==> src/rtl/pipeline_pkg.sv <==
// Shared pipeline definitions: register-file field width, the hard-wired
// zero register, the mult/div sequencer state encoding and its counter width.
package pipeline_pkg;

  localparam int REG_W = 5;
  localparam logic [REG_W-1:0] ZERO_REG = 5'd0;
  localparam int MD_CNT_W = 6;

  typedef enum logic {
    IDLE,
    MD_BUSY
  } md_state_t;

endpackage

==> src/rtl/hazard_controller_if.sv <==
// Bundle of signals between the ID/EX boundary logic and the hazard controller.
// The master side is the pipeline, which supplies the decode and execute fields.
// The slave side is the controller, which returns the stall, flush and mult/div status.
interface hazard_controller_if;
  import pipeline_pkg::*;

  logic [REG_W-1:0] id_rs;
  logic [REG_W-1:0] id_rt;
  logic             id_uses_rt;
  logic             id_md_use;
  logic [REG_W-1:0] ex_rw;
  logic             ex_mem_read;
  logic             ex_md_start;
  logic             ex_redirect;

  logic             pc_stall;
  logic             if_id_stall;
  logic             if_id_flush;
  logic             id_ex_flush;
  logic             md_busy;
  logic             md_done;

  modport master (
    output id_rs, id_rt, id_uses_rt, id_md_use,
    output ex_rw, ex_mem_read, ex_md_start, ex_redirect,
    input  pc_stall, if_id_stall, if_id_flush, id_ex_flush,
    input  md_busy, md_done
  );

  modport slave (
    input  id_rs, id_rt, id_uses_rt, id_md_use,
    input  ex_rw, ex_mem_read, ex_md_start, ex_redirect,
    output pc_stall, if_id_stall, if_id_flush, id_ex_flush,
    output md_busy, md_done
  );

endinterface

==> src/rtl/muldiv_seq.sv <==
// Mult/div occupancy sequencer. A start moves the FSM to MD_BUSY for
// MULDIV_CYCLES cycles. On the cycle after that, md_done pulses for one cycle.
// A start that arrives while the unit is busy is ignored. Upstream stalling
// keeps that case from happening.
module muldiv_seq
  import pipeline_pkg::*;
#(
  parameter int MULDIV_CYCLES = 32
) (
  input  logic clk,
  input  logic rst_n,
  input  logic start,
  output logic md_busy,
  output logic md_done
);

  localparam logic [MD_CNT_W-1:0] CNT_LOAD = MD_CNT_W'(MULDIV_CYCLES - 1);

  md_state_t             state;
  logic [MD_CNT_W-1:0]   cnt;

  // State, down-counter and the registered done pulse
  always_ff @(posedge clk or negedge rst_n) begin
    if (!rst_n) begin
      state   <= IDLE;
      cnt     <= '0;
      md_done <= 1'b0;
    end else begin
      md_done <= 1'b0;
      case (state)
        IDLE: begin
          if (start) begin
            cnt   <= CNT_LOAD;
            state <= MD_BUSY;
          end
        end
        MD_BUSY: begin
          if (cnt == '0) begin
            state   <= IDLE;
            md_done <= 1'b1;
          end else begin
            cnt <= cnt - 1'b1;
          end
        end
        default: state <= IDLE;
      endcase
    end
  end

  assign md_busy = (state == MD_BUSY);

endmodule

==> src/rtl/hazard_controller.sv <==
// Pipeline hazard sequencer. It detects load-use hazards that forwarding
// cannot cover, tracks mult/div occupancy, and resolves EX redirects into
// stall and flush controls for the PC, IF/ID and ID/EX registers.
// The mult/div sequencing is present only when HAZARD_MULDIV_EN is defined.
// Without it, only the load-use and redirect logic remain.
module hazard_controller
  import pipeline_pkg::*;
#(
  parameter int MULDIV_CYCLES = 32
) (
  input  logic                clk,
  input  logic                rst_n,
  hazard_controller_if.slave  hif
);

  logic load_use;
  logic md_hazard;
  logic stall;

`ifdef HAZARD_MULDIV_EN
  logic md_busy_q;
  logic md_done_q;

  muldiv_seq #(
    .MULDIV_CYCLES (MULDIV_CYCLES)
  ) u_muldiv_seq (
    .clk     (clk),
    .rst_n   (rst_n),
    .start   (hif.ex_md_start),
    .md_busy (md_busy_q),
    .md_done (md_done_q)
  );

  assign md_hazard   = hif.id_md_use && (md_busy_q || hif.ex_md_start);
  assign hif.md_busy = md_busy_q;
  assign hif.md_done = md_done_q;
`else
  logic unused_md_inputs;
  assign unused_md_inputs = ^{clk, rst_n, hif.ex_md_start, hif.id_md_use};

  assign md_hazard   = 1'b0;
  assign hif.md_busy = 1'b0;
  assign hif.md_done = 1'b0;
`endif

  assign load_use = hif.ex_mem_read && (hif.ex_rw != ZERO_REG) &&
                    ((hif.ex_rw == hif.id_rs) ||
                     (hif.id_uses_rt && (hif.ex_rw == hif.id_rt)));

  assign stall = load_use || md_hazard;

  // A redirect makes the ID instruction wrong-path, so it overrides any stall
  always_comb begin
    hif.pc_stall    = 1'b0;
    hif.if_id_stall = 1'b0;
    hif.if_id_flush = 1'b0;
    hif.id_ex_flush = 1'b0;
    if (hif.ex_redirect) begin
      hif.if_id_flush = 1'b1;
      hif.id_ex_flush = 1'b1;
    end else if (stall) begin
      hif.pc_stall    = 1'b1;
      hif.if_id_stall = 1'b1;
      hif.id_ex_flush = 1'b1;
    end
  end

endmodule

==> src/flat_wrapper.sv <==
// flat-port wrapper written by rule: the top's interface ports become plain ports
module hazard_controller_flat import pipeline_pkg::*;
#(
  parameter int MULDIV_CYCLES = 32
)
  (clk, rst_n, hif_id_rs, hif_id_rt, hif_id_uses_rt, hif_id_md_use, hif_ex_rw, hif_ex_mem_read, hif_ex_md_start, hif_ex_redirect, hif_pc_stall, hif_if_id_stall, hif_if_id_flush, hif_id_ex_flush, hif_md_busy, hif_md_done);
  hazard_controller_if hif_i ();
  input  logic clk;
  input  logic rst_n;
  input wire logic [$bits(hif_i.id_rs)-1:0] hif_id_rs;
  input wire logic [$bits(hif_i.id_rt)-1:0] hif_id_rt;
  input wire logic [$bits(hif_i.id_uses_rt)-1:0] hif_id_uses_rt;
  input wire logic [$bits(hif_i.id_md_use)-1:0] hif_id_md_use;
  input wire logic [$bits(hif_i.ex_rw)-1:0] hif_ex_rw;
  input wire logic [$bits(hif_i.ex_mem_read)-1:0] hif_ex_mem_read;
  input wire logic [$bits(hif_i.ex_md_start)-1:0] hif_ex_md_start;
  input wire logic [$bits(hif_i.ex_redirect)-1:0] hif_ex_redirect;
  output wire logic [$bits(hif_i.pc_stall)-1:0] hif_pc_stall;
  output wire logic [$bits(hif_i.if_id_stall)-1:0] hif_if_id_stall;
  output wire logic [$bits(hif_i.if_id_flush)-1:0] hif_if_id_flush;
  output wire logic [$bits(hif_i.id_ex_flush)-1:0] hif_id_ex_flush;
  output wire logic [$bits(hif_i.md_busy)-1:0] hif_md_busy;
  output wire logic [$bits(hif_i.md_done)-1:0] hif_md_done;
  assign hif_i.id_rs = hif_id_rs;
  assign hif_i.id_rt = hif_id_rt;
  assign hif_i.id_uses_rt = hif_id_uses_rt;
  assign hif_i.id_md_use = hif_id_md_use;
  assign hif_i.ex_rw = hif_ex_rw;
  assign hif_i.ex_mem_read = hif_ex_mem_read;
  assign hif_i.ex_md_start = hif_ex_md_start;
  assign hif_i.ex_redirect = hif_ex_redirect;
  assign hif_pc_stall = hif_i.pc_stall;
  assign hif_if_id_stall = hif_i.if_id_stall;
  assign hif_if_id_flush = hif_i.if_id_flush;
  assign hif_id_ex_flush = hif_i.id_ex_flush;
  assign hif_md_busy = hif_i.md_busy;
  assign hif_md_done = hif_i.md_done;
  hazard_controller #(.MULDIV_CYCLES(MULDIV_CYCLES)) u_core (.clk(clk), .rst_n(rst_n), .hif(hif_i));
endmodule
==> config.mk <==
export PLATFORM = sky130hd
export DESIGN_NAME = hazard_controller_flat
export DESIGN_NICKNAME = d
export VERILOG_FILES = /design/src/rtl/pipeline_pkg.sv /design/src/rtl/hazard_controller_if.sv /design/src/rtl/muldiv_seq.sv /design/src/rtl/hazard_controller.sv /design/src/flat_wrapper.sv
export SDC_FILE = /design/constraint.sdc
export NUM_CORES = 1
export LEC_CHECK = 0
export CAP_MARGIN = 10
export CORE_AREA = 2 2 39 41
export DETAILED_ROUTE_END_ITERATION = 6
export DIE_AREA = 0 0 41 43
export PLACE_DENSITY = 0.59
export SETUP_SLACK_MARGIN = 0.5
export SYNTH_ARGS = -nofsm -noshare
export SYNTH_HDL_FRONTEND = slang
export SYNTH_SLANG_ARGS = --single-unit
==> constraint.sdc <==
create_clock -name vclk -period 1.6
set_input_delay 0.4 -clock vclk [all_inputs]
set_output_delay 0.4 -clock vclk [all_outputs]
set_load 0.02 [all_outputs]
==> After elaboration in Yosys (flattened, before gate mapping) <==
Index checks and enable logic that the tools add are counted.
W data, S select, Z words.
{ "word_totals": {"ff_bits": 0, "inputBits": 22, "output_inout_bits": 6} }
{ "op_classes": {"n_eq_ne": 2, "n_mux": 4, "n_reduce_logical": 5} }
{ "ops": {"columns": ["cell", "count"], "rows": [
  ["$eq A5 B5 Y1", 2],
  ["$reduce_bool A5 Y1", 1],
  ["$mux W1", 4],
  ["$logic_and A1 B1 Y1", 3],
  ["$logic_or A1 B1 Y1", 1]
]} }

==> Longest topological paths before layout <==
{ "logic_depth": {"ltp_word": 6, "depth_mapped": 5, "depth_no_buf": 4} }

==> Worst setup path after synthesis <==
No wires, ideal clock.
{ "synth_path": {"path_kind": "input to output", "startpoint": "input hif_ex_rw[3]", "endpoint": "output hif_pc_stall", "arrival_time_ps": 1715, "required_ps": 1200, "setup_slack_ps": -515, "stages": 5, "cell_sequence": "xor2_1 -> nor4_1 -> a32oi_1 -> nor3_1 -> buf_4"} }
{ "synth_via": {"elab_chain_len": 6, "elab_cells_between_ends": 9, "classes_between": "eq/ne: 2; mux: 2; reduce/logical: 5"} }
{ "synth_lines": {"columns": ["element", "line_no", "text"], "rows": [
  ["from (decl)", "flat_wrapper.sv:14", "input wire logic [$bits(hif_i.ex_rw)-1:0] hif_ex_rw;"],
  ["$eq A5 B5 Y1", "hazard_controller.sv:48", "(hif.id_uses_rt && (hif.ex_rw == hif.id_rt)));"],
  ["$logic_and A1 B1 Y1", "hazard_controller.sv:48", null],
  ["$logic_or A1 B1 Y1", "hazard_controller.sv:47", "((hif.ex_rw == hif.id_rs) ||"],
  ["$logic_and A1 B1 Y1 *", "hazard_controller.sv:46", "assign load_use = hif.ex_mem_read && (hif.ex_rw != ZERO_REG) &&"],
  ["$mux W1 * (2 in series)", null, null],
  ["to (decl)", "flat_wrapper.sv:18", "output wire logic [$bits(hif_i.pc_stall)-1:0] hif_pc_stall;"]
]} }
Every way passes the cells marked *; elsewhere a longest branch is shown, timed or not.

==> Final worst setup path <==
{ "layout_path": {"startpoint": "input hif_ex_rw[1]", "endpoint": "output hif_id_ex_flush"} }
{ "layout_via": {"elab_chain_len": 6, "elab_cells_between_ends": 9, "classes_between": "eq/ne: 2; mux: 2; reduce/logical: 5"} }
{ "layout_lines": {"columns": ["element", "line_no", "text"], "rows": [
  ["$eq A5 B5 Y1", "hazard_controller.sv:48", null],
  ["$logic_and A1 B1 Y1", "hazard_controller.sv:48", null],
  ["$logic_or A1 B1 Y1", "hazard_controller.sv:47", null],
  ["$logic_and A1 B1 Y1 *", "hazard_controller.sv:46", null],
  ["$mux W1 *", "hazard_controller.sv:61", "end else if (stall) begin"],
  ["$mux W1 *", "hazard_controller.sv:58", "if (hif.ex_redirect) begin"],
  ["to (decl)", "flat_wrapper.sv:21", "output wire logic [$bits(hif_i.id_ex_flush)-1:0] hif_id_ex_flush;"]
]} }
Marked as above.

==> flow_summary.json <==
{
  "seq_power_share": 0,
  "flops_and_latches": 0,
  "critPathBufInv": 3,
  "period_minus_slack_ns": 1.871,
  "ant_nets": 0,
  "gp_congestion": 0.5638,
  "max_cap_violations": 0,
  "via_per_inst": 3.698,
  "grt.total_usage": 0.05395,
  "arrival_ns": 1.47,
  "internal-power_mw": 0.05973,
  "post-cts-setup-buffers": 0,
  "hold_buffers": 0,
  "insertedDiodeCount": 0,
  "grt_max_degree": 4,
  "min_period_over_period": 1.170,
  "firstDrtPassIters": 1,
  "vias": 233,
  "finalWirelength_um": 531,
  "min-delay-start": "hif_ex_redirect",
  "grt_first_pass_wirelength_um": 690,
  "p_sw_mw": 0.04153,
  "crit_path_start_kind": "primary input",
  "die_y_um": 43,
  "fin_ws_ns": -0.2714,
  "core_um2": 1384,
  "yosysSeqAreaShare": 0,
  "outcome": "complete, but fails checks",
  "start_util": 0.1257,
  "finalHoldViolations": 0,
  "pre_cts_ws_ns": -1.121,
  "postSynthAreaPerCell_um2": 7.562,
  "crit_start": "hif_ex_rw[1]",
  "ios": 28,
  "drv_slew": 0,
  "p_leak_nw": 0.2064,
  "wire_per_inst_um": 8.429,
  "fmaxAchievable_ghz": 0.5344,
  "yosysWarningCount": 0,
  "setup_viol_count_final": 3,
  "syn_to_final_growth_pct": 148.9,
  "grt_pass1_vias": 193,
  "synth_area_um2": 173.9,
  "die_w_um": 41,
  "power.share.combinational": 1.000,
  "worst-path-max-fanout": 2,
  "seq_area_um2": 0,
  "placed_area_um2": 430.4,
  "die_area_um2": 1763,
  "fillers": 169,
  "ir_drop_mv": 0.05146,
  "antenna_found_initial": 0,
  "final_common_cell": "xor2_1",
  "whs_ns": 1.029,
  "drc": 0,
  "pwr-share-clk": 0,
  "synth_top_cell_by_area": "xor2_1",
  "fin_nets": 71,
  "layout_common_cells": "xor2_1, buf_4, dlygate4sd2_1, buf_2, buf_6",
  "cp_cell_sequence": "buf_6 -> buf_6 -> or4_4 -> o21ai_4 -> o21bai_1 -> buf_4",
  "critPathMaxStageDelay_ns": 0.48,
  "tns_ns": -0.7993,
  "switching_share": 0.4102,
  "post-synth-top-area-fraction": 0.4532,
  "num_rows": 14,
  "io_buffers": 22,
  "violations": "negative setup slack",
  "drtIter0Drc": 0,
  "cp.required_ns": 1.20,
  "crit_path_frequent_cell": "buf_6",
  "clkbuf_count": 0,
  "synth_cells": 23,
  "final_area_um2": 432.9,
  "yosys-top-cells-area": "xor2_1, buf_4, nor3_1",
  "synth_cell_types": 11,
  "rsz0062_at_grt": "yes",
  "path_class": "primary input to output port",
  "holdCritPathClass": "primary input to output port",
  "crit_path_end_kind": "output port",
  "crit_family": "simple AND/OR/NAND/NOR gates",
  "grt_overflow": 0,
  "power_mw": 0.1013,
  "crit_path_top_delay_cell": "or4_4",
  "final_layout_size_suffix_gt1_frac": 0.4894,
  "power_density_nw_per_um2": 233.9
}
[path summary, 6_finish.rpt]
path	end	slack, ns	cells after the start
worst min-delay path	hif_if_id_flush	1.03	2
worst max-delay path	hif_id_ex_flush	-0.27	6
[cells in the mapped netlist]
| library cell | instances |
|---|---|
| nor4_1 | 1 |
| a32oi_1 | 1 |
| buf_4 | 4 |
| xor2_1 | 9 |
| o21bai_1 | 1 |
| conb_1 | 1 |
| nor2_1 | 1 |
| nor3_1 | 2 |
| xnor2_1 | 1 |
| or4_1 | 1 |
| o21ai_2 | 1 |
[final cells by class]
| class | instances | area (um^2) | share of cell area |
|---|---|---|---|
| Multi-Input combinational cell | 20 | 177.7 | 0.4104 |
| Timing Repair Buffer | 27 | 235.2 | 0.5434 |
| Tap cell | 16 | 20.02 | 0.04624 |
[power by group through the flow]
stage | logic, mW | clock network (mW) | registers [mW]
6_report | 0.101 | 0 | 0
5_1_grt | 0.110 | 0 | 0
4_1_cts | 0.0950 | 0 | 0
3_5_place_dp | 0.105 | 0 | 0
3_3_place_gp | 0.104 | 0 | 0
2_1_floorplan | 0.0393 | 0 | 0
[per-layer routing]
metal,GRT usage,routed length [um]
met3,0,56
met4,0,0
met2,0.1219,309
met1,0.04747,165
met5,0,0
[repair_timing]
action | CTS | global route
setup endpoints to repair | 4 | 3
gates resized for setup | 64 | 10
pin swaps | 11 | 6
[through the flow]
stage | instances | util
detailed placement | 63 | 0.3110
finish | 63 | 0.3128
CTS | 63 | 0.2902
floorplan | 24 | -
global placement | 63 | 0.3110
global route | 63 | 0.3128
[cells by family after synthesis]
kind of cell,share of synthesized area
xor+xnor,0.5036
simple gates,0.1583
buf+inv,0.1727
compound gates,0.1439
other cells,0.02156
No activity file was read; power rests on OpenSTA's default activity.
==> variant: new RTL, same flow settings <==
Set the package constant `REG_W` to 4 (it was 5).
--- a/src/rtl/pipeline_pkg.sv
+++ b/src/rtl/pipeline_pkg.sv
@@ -4,3 +4,3 @@
 
-  localparam int REG_W = 5;
+  localparam int REG_W = 4;
   localparam logic [REG_W-1:0] ZERO_REG = 5'd0;
Ports: changed (resized hif_ex_rw, hif_id_rs and hif_id_rt); port bits go from 28 to 25. The function was not compared with the original's and may differ.
==> variant against the unedited design <==
The flow still finishes with violations (setup timing). Sequential share of layout area stayed put. Worst setup slack better by 0.026 ns. Non-clock buffer count is 3 lower. Synthesized cell count is 17% lower. Area after synthesis is 12% lower. Wire length is 1.7% lower. Power is 8.2% lower. Global-route usage is 0.20 points higher. Largest cell class unchanged. Maximum frequency is 1.4% higher. Cell area is 14% lower.
==> variant: results <==
group,metric,value,unit
pwr,static-leakage-power,0.167,nW
placement,placement.io_buffers,19,
synth,ys_top_cells_by_count,"xor2_1 (7), buf_4 (4)",
synth,number_of_warning_messages_in_the_yosys_log,0,
global_routing,via_count_of_the_first_global_routing_pass,190,
status,outcome,"finished with violations",
sta,setup_ws,-0.246,ns
synth,synth_seq_area_share,0,%
global_routing,antenna_found_initial,0,
status,failed_checks,"setup timing",
drt,detail_route.first_pass.iterations,1,
final_layout,layout.clock_buffers,0,
final_layout,seq_cells,0,
drt,drt-initial-drc-count,0,
synth,count_of_unique_library_cells_instantiated_by_yosys,10,
final_layout,diodes,0,
drt,wirelength,522,um
sta,total_of_endpoints_with_negative_setup_slack_in_the_final_report,3,
synth,post_synth_main_area_contributors,"xor2_1 (40%), buf_4 (20%), nor4_2 (8.1%)",
final_layout,layout-drive-gt1-share,52.5,%
pwr,irDropWorstVdd,0.0705,mV
global_routing,grt_pass1_wl,710,um
global_routing,track_usage,5.59,%
drt,vias,199,
critical_path,critical_path_arrival,1.45,ns
placement,place_hpwl,398,um
final_layout,finish.net_count,61,
placement,globalplace.congestion,0.527,
-- variant: power breakdown --
part	total [mW]	leakage, nW	switching [mW]	internal (mW)
Clock	0	0	0	0
Sequential	0	0	0	0
Combinational	0.0929	0.167	0.0415	0.0514
Total	0.0929	0.167	0.0415	0.0514
-- variant: cells by family after synthesis --
kind of cell,synth area share [%]
buf+inv,19.5
simple gates,17.9
compound gates,14.6
other cells,2.44
xor+xnor,45.5
-- variant: layout make-up --
cell class / count / area [sq um]
well taps: 16 / 20.0
multi-input cells: 16 / 154
repair buffers: 24 / 199
fillers: 156 / 1010
-- variant: what timing repair did --
item	CTS	global route
hold buffers	0	0
pin swaps	9	6
resized for setup	50	8
buffers inserted	2	0
endpoints found under the setup margin	4	4
-- variant: path summary, 6_finish.rpt --
kind / from / to / slack, ns / cells after the start
setup / recovery: hif_ex_rw[0] / hif_pc_stall / -0.25 / 7
hold / removal: hif_ex_redirect / hif_if_id_flush / 1.03 / 2
-- variant: routing by layer --
metal	part of all wire (%)	GRT usage, %
met5	0	0
met4	0	0
met3	15	0.524
met2	53	11.3
met1	32	6.01
-- variant: stage by stage --
step                cells  cell area, sq um  setup slack (ns)  TNS, ns
finish                 56               373            -0.246   -0.709
detailed placement     54               360             -1.02    -3.34
global route           56               373            -0.331   -0.974
floorplan              20               158            -0.223   -0.264
CTS                    56               389            -0.306   -0.842
global placement       54               360             -1.02    -3.37
-- variant: critical path, stage by stage --
cell and delay, ns:
buf_6 0.09, buf_6 0.11, xor2_2 0.14, nor4_2 0.29, a31oi_2 0.09, nor3_2 0.15
buf_4 0.17
